$ cat src/rtl/stg_if.sv
// ============================================================================
// Module   : stg_if
// Brief    : Instruction-fetch stage: request FSM, one-entry hold buffer and
//            registered instruction latch with branch/flush/stall handling.
// Revision : 1.0 - initial release
// ============================================================================
`default_nettype none

module stg_if #(
    parameter int                   SIZE_ADDR = 32,
    parameter int                   SIZE_DATA = 32,
    parameter logic [SIZE_ADDR-1:0] RESET_PC  = '0
) (
    input  logic                 iw_clk,
    input  logic                 iw_rst_n,
    output logic                 ow_imem_req,
    output logic [SIZE_ADDR-1:0] ow_imem_addr,
    input  logic                 iw_imem_ack,
    input  logic [SIZE_DATA-1:0] iw_imem_data,
    input  logic                 iw_branch_taken,
    input  logic [SIZE_ADDR-1:0] iw_branch_pc,
    input  logic                 iw_flush,
    input  logic                 iw_stall,
    output logic [SIZE_ADDR-1:0] ow_pc,
    output logic [SIZE_DATA-1:0] ow_instr
);

    typedef enum logic [1:0] {
        ST_REQ   = 2'd0,
        ST_HOLD  = 2'd1,
        ST_DRAIN = 2'd2
    } state_t;

    localparam logic [SIZE_ADDR-1:0] C_ADDR_ONE = SIZE_ADDR'(1);

    state_t                 state_q, state_d;
    logic [SIZE_ADDR-1:0]   r_fetch_pc, fetch_pc_d;
    logic [SIZE_DATA-1:0]   buf_q, buf_d;
    logic [SIZE_ADDR-1:0]   drain_q, drain_d;
    logic [SIZE_ADDR-1:0]   pc_q, pc_d;
    logic [SIZE_DATA-1:0]   instr_q, instr_d;
    logic                   w_deliver;
    logic [SIZE_DATA-1:0]   w_dlv_data;

    always_ff @(posedge iw_clk or negedge iw_rst_n) begin
        if (!iw_rst_n) begin
            state_q    <= ST_REQ;
            r_fetch_pc <= RESET_PC;
            buf_q      <= '0;
            drain_q    <= '0;
            pc_q       <= '0;
            instr_q    <= '0;
        end else begin
            state_q    <= state_d;
            r_fetch_pc <= fetch_pc_d;
            buf_q      <= buf_d;
            drain_q    <= drain_d;
            pc_q       <= pc_d;
            instr_q    <= instr_d;
        end
    end

    always_comb begin
        state_d      = state_q;
        fetch_pc_d   = r_fetch_pc;
        buf_d        = buf_q;
        drain_d      = drain_q;
        w_deliver    = 1'b0;
        w_dlv_data   = iw_imem_data;
        ow_imem_req  = 1'b1;
        ow_imem_addr = r_fetch_pc;

        case (state_q)
            ST_REQ: begin
                if (iw_imem_ack) begin
                    if (iw_branch_taken) begin
                        fetch_pc_d = iw_branch_pc;
                    end else if (iw_flush) begin
                        fetch_pc_d = r_fetch_pc;
                    end else if (iw_stall) begin
                        buf_d   = iw_imem_data;
                        state_d = ST_HOLD;
                    end else begin
                        w_deliver  = 1'b1;
                        fetch_pc_d = r_fetch_pc + C_ADDR_ONE;
                    end
                end else if (iw_branch_taken) begin
                    // The in-flight request must still complete; remember it.
                    drain_d    = r_fetch_pc;
                    fetch_pc_d = iw_branch_pc;
                    state_d    = ST_DRAIN;
                end
            end
            ST_HOLD: begin
                ow_imem_req = 1'b0;
                w_dlv_data  = buf_q;
                if (iw_branch_taken) begin
                    fetch_pc_d = iw_branch_pc;
                    state_d    = ST_REQ;
                end else if (iw_flush) begin
                    state_d = ST_REQ;
                end else if (!iw_stall) begin
                    w_deliver  = 1'b1;
                    fetch_pc_d = r_fetch_pc + C_ADDR_ONE;
                    state_d    = ST_REQ;
                end
            end
            ST_DRAIN: begin
                ow_imem_addr = drain_q;
                if (iw_branch_taken) begin
                    fetch_pc_d = iw_branch_pc;
                end else if (iw_imem_ack) begin
                    state_d = ST_REQ;
                end
            end
            default: begin
                state_d = ST_REQ;
            end
        endcase

        if (iw_flush) begin
            pc_d    = '0;
            instr_d = '0;
        end else if (iw_stall) begin
            pc_d    = pc_q;
            instr_d = instr_q;
        end else if (w_deliver) begin
            pc_d    = r_fetch_pc;
            instr_d = w_dlv_data;
        end else begin
            pc_d    = '0;
            instr_d = '0;
        end
    end

    assign ow_pc    = pc_q;
    assign ow_instr = instr_q;

endmodule

`default_nettype wire

$ cat config.mk
export PLATFORM = sky130hd
export DESIGN_NAME = stg_if
export DESIGN_NICKNAME = d
export VERILOG_FILES = /design/src/rtl/stg_if.sv
export SDC_FILE = /design/constraint.sdc
export NUM_CORES = 1
export LEC_CHECK = 0
export CELL_PAD_IN_SITES_DETAIL_PLACEMENT = 0
export CELL_PAD_IN_SITES_GLOBAL_PLACEMENT = 1
export CORE_ASPECT_RATIO = 0.75
export CORE_UTILIZATION = 37
export CTS_BUF_LIST = sky130_fd_sc_hd__clkbuf_8
export CTS_CLUSTER_SIZE = 40
export DETAILED_ROUTE_END_ITERATION = 12
export GPL_TIMING_DRIVEN = 0
export PLACE_DENSITY_LB_ADDON = 0.08
export SLEW_MARGIN = 20
export SYNTH_ARGS = -nofsm -noshare
export SYNTH_HDL_FRONTEND = slang
export SYNTH_SLANG_ARGS = --single-unit
export TNS_END_PERCENT = 50
$ cat constraint.sdc
create_clock -name iw_clk -period 2.4 [get_ports iw_clk]
set_clock_uncertainty 0.15 [all_clocks]
set_input_delay 0.36 -clock iw_clk [delete_from_list [all_inputs] [get_ports iw_clk]]
set_output_delay 0.36 -clock iw_clk [all_outputs]
set_load 0.02 [all_outputs]
==> metrics.md <==
| Metric | Value |
|---|---|
| Die span in y | ~130 um |
| Total Die Area | around 0.022 mm2 |
| Seq/Total Area, Yosys | approximately half |
| Distinct cells, synth | 62 |
| Crit path launch type | flop |
| Synth Flop Type | dfrtp_1 |
| Slew @ Worst Pin | between 0.7 and 0.8 ns |
| Fin. max-slew vios | 0 |
| Port bufs | around 170 |
| CTS tree | yes |
| Worst Setup End Kind | primary output |
| Gate power share | roughly 47% |
| Vias in the first global route | 6,550 |
| Layout area overhead | 34.0% |
| Slew margin rel. | approximately 47% |
| Final Wtd Congestion | a little under 0.9 |
| Multi-input gate area | around 0.0038 mm2 |
| DRT antenna net count | 0 |
| DR vias/cell | ~5.4 |
| Largest net degree at the start of global routing | 85 |
| Vias | about 6,700 |
| Post-route DRC | 0 |
| Share of total power in sequential cells | 35.6% |
| Clock share of power | between 10% and 20% |
| Reg area | a little over 0.004 mm2 |
| Worst-path fanout max | 6 |
| Synth async-reset ratio | 100% |
| IO Count | 167 |
| N_diodes | 0 |
| Cell Int Power | a little under 7 mW |
| # fillers | approximately 1,900 |
| EDFF count, synth | 0 |
| GRT Overall Usage | 22.6% |
| Final HPWL DP | 17,300 um |
| Cell Area, Synth | ~0.008 mm2 |
| CP arrival | around 2.0 ns |
| Die width | roughly 170 um |
| CTS HTree Levels | 4 |
| CORE AREA | 0.0211 mm2 |
| Switching Fraction | 39.8% |
| Max cap viols | 0 |
| Pleak | roughly 4.6 nW |
| Fraction of layout cells with a size suffix above 1 | approximately a quarter |
| Later-pin clock latency in the skew report | between 0.4 and 0.5 ns |
| PD cells | around 1100 mW/mm2 |
| Fin. Hold Viols | 0 |
| Setup ws final | -0.0687 ns |
| Part of the cycle the worst path needs | 103% |
| Avg WL per Cell | just under 20 um |
| Clock Pin Slew Worst Setup and Hold Paths | around 0.1 ns |
| VDD IR-drop max | between 0.0005 and 0.0006 V |
| Fmax | 405 MHz |
| Final Instance Area | about 0.011 mm2 |
| Unrepaired setup endpoints after global routing | true |
| Initial core utilization | 37.8% |
| Avg Inst Size Synth | approximately 11 um2 |
| First-pass GRT wire length | 37,700 um |
| Placed Instance Area | 0.0100 mm2 |
| Gate Count Post-Synth | around 730 |
| Total congestion overflow | 0 |
| Required time worst endpoint | between 1.5 and 2 ns |
| Root Buffer | clkbuf_8 |
| Worst Path Class, Setup | flop to primary output |
| Status | finished with violations |
| Antenna violations before repair | 0 |
| Violated checks | setup timing |
| 1st-iter DRT viols | 410 |
| Post-synthesis register bit count | roughly 160 |
| Standard-cell rows | 46 |
| Final Setup Violations | 27 |
| Psw | about 4.6 mW |
| Clock buffer depth | 2 |
| Syn. warnings | 0 |
| Worst hold margin | about 0.29 ns |
| Routed wire length | approximately 24,000 um |
| Hold Path Class | primary input to asynchronous set/reset pin |
| Clk sinks | 162 |
| Initial DRT Pass Iterations | 5 |
| Min Tclk post-route | ~2.5 ns |
| Total Nets Final | between 1,000 and 1,500 |
| Syn nets | ~800 |
| Num CTS Buffers | 17 |
==> cell type report <==
class / instances / area share, %
Timing Repair Buffer: 188 / 16.8
Clock inverter: 14 / 1.24
Multi-Input combinational cell: 494 / 35.2
Clock buffer: 17 / 2.19
Buffer: 57 / 2.95
Sequential cell: 162 / 37.9
Tap cell: 288 / 3.37
Inverter: 11 / 0.386
==> final timing paths <==
| path | start | end | slack (ns) | depth (start not counted) |
|---|---|---|---|---|
| max | state_q[0]$_DFFE_PN0P_ | ow_imem_addr[22] | -0.07 | 7 |
| min | iw_rst_n | drain_q[14]$_DFFE_PN0P_ | 0.29 | 2 |
| max reg2reg | state_q[1]$_DFFE_PN0P_ | r_fetch_pc[6]$_DFFE_PN0P_ | -0.04 | 9 |
| min reg2reg | ow_instr[21]$_DFFE_PN0P_ | ow_instr[21]$_DFFE_PN0P_ | 0.33 | 2 |
| max in group asynchronous | iw_rst_n | r_fetch_pc[0]$_DFFE_PN0P_ | 0.95 | 3 |
| min in group iw_clk | iw_branch_pc[20] | r_fetch_pc[20]$_DFFE_PN0P_ | 0.31 | 3 |
==> cells in the mapped netlist, types with 3 or more instances <==
cell	number	area share (%)
dfrtp_1	162	51
a21oi_1	19	1.2
buf_4	3	0.28
nor2_1	29	1.4
o22ai_1	4	0.31
o311ai_0	3	0.33
inv_1	11	0.52
nand4_1	11	0.86
buf_1	7	0.33
and3_1	5	0.39
buf_2	10	0.63
and2_1	3	0.24
or3_1	3	0.24
clkbuf_2	4	0.25
a2bb2oi_1	4	0.44
nand3_1	13	0.82
o31ai_1	3	0.28
mux2_2	93	13
clkbuf_1	37	1.7
nor4_1	4	0.31
nor4_2	3	0.47
o21ai_0	69	4.3
a311oi_1	3	0.33
a22oi_1	4	0.38
o211ai_1	4	0.38
nand2_1	71	3.3
a22o_1	28	3.1
a31oi_1	4	0.31
a32oi_1	8	0.88
nand2b_1	5	0.39
xnor2_1	3	0.33
mux2i_1	42	5.3
nor3_1	12	0.75
ha_1	5	0.78
and4_1	6	0.66
==> metal layers <==
layer | share of wire (%) | wire length [um] | track usage, % | vias up
met5 | 0 | 0 | 0 | -
li1 | - | - | - | 3076
met4 | 0.92 | 225 | 5.09 | 0
met1 | 49 | 11900 | 33.1 | 3346
met2 | 44 | 10800 | 33.8 | 208
met3 | 6.4 | 1560 | 5.28 | 20
==> kinds of logic after synthesis <==
group / synth area share, %
and+or+nand+nor: 11.4
AOI/OAI and AO/OA: 14.3
DFF: 50.8
muxes: 18.4
buffers and inverters: 3.75
xor gates and xnor gates: 0.549
adders and majority gates: 0.784
==> repair_timing <==
action / CTS / global route
pin swaps: 2 / 2
gates cloned: 2 / 0
hold buffers: 1 / 0
gates resized for setup: 186 / 46
endpoints found under the setup margin: 146 / 108
hold endpoints to repair: 78 / 0
setup buffers: 13 / 6
==> critical path: stages, from the launching register on <==
cell	delay (ns)
dfrtp_1	0.40
inv_2	0.10
ha_4	0.16
buf_12	0.13
buf_4	0.11
buf_8	0.11
mux2_2	0.33
buf_2	0.16
==> power by group through the flow <==
stage / logic [mW] / clock network [mW] / registers, mW
after floorplan: 3.15 / 0 / 4.07
after global placement: 4.94 / 0 / 4.11
after detailed placement: 5.03 / 0 / 4.16
after CTS: 5.22 / 2.02 / 4.09
after global routing: 5.93 / 2.14 / 4.21
final: 5.47 / 1.96 / 4.11
==> cells in the final DEF, fill, tap and decap left out, types with 7 or more instances in the layout <==
cell type / synthesis / routed
nand2_1: 71 / 69
clkbuf_1: 37 / 23
clkbuf_2: 4 / 10
clkbuf_4: 0 / 7
nor3_1: 12 / 10
nand4_1: 11 / 11
mux2_2: 93 / 86
nand3_1: 13 / 12
clkbuf_8: 0 / 17
inv_1: 11 / 12
nor2_1: 29 / 28
mux2i_1: 42 / 41
a21oi_1: 19 / 18
dfrtp_1: 162 / 160
o21ai_0: 69 / 66
mux2_4: 0 / 7
buf_2: 10 / 25
buf_6: 0 / 9
a22o_1: 28 / 28
buf_4: 3 / 28
a32oi_1: 8 / 8
clkdlybuf4s50_1: 0 / 131
==> state kept, by name, summed over array words and instances, names as in the netlist <==
register	flops
buf_q	32
r_fetch_pc	32
ow_pc	32
ow_instr	32
state_q	2
drain_q	32
==> stage by stage <==
step | utilization (%) | TNS (ns) | instances | setup WS (ns) | power [mW]
2_1_floorplan | - | 0 | 728 | 0.105 | 7.23
3_3_place_gp | 47.3 | -1000.08 | 1181 | -5.77 | 9.04
3_5_place_dp | 47.5 | -74.10 | 1182 | -0.874 | 9.19
4_1_cts | 49.9 | -2.18 | 1227 | -0.135 | 11.3
5_1_grt | 50.6 | -4.30 | 1231 | -0.162 | 12.3
6_report | 50.6 | -0.771 | 1231 | -0.0687 | 11.5
No activity file was read; power rests on OpenSTA's default activity.
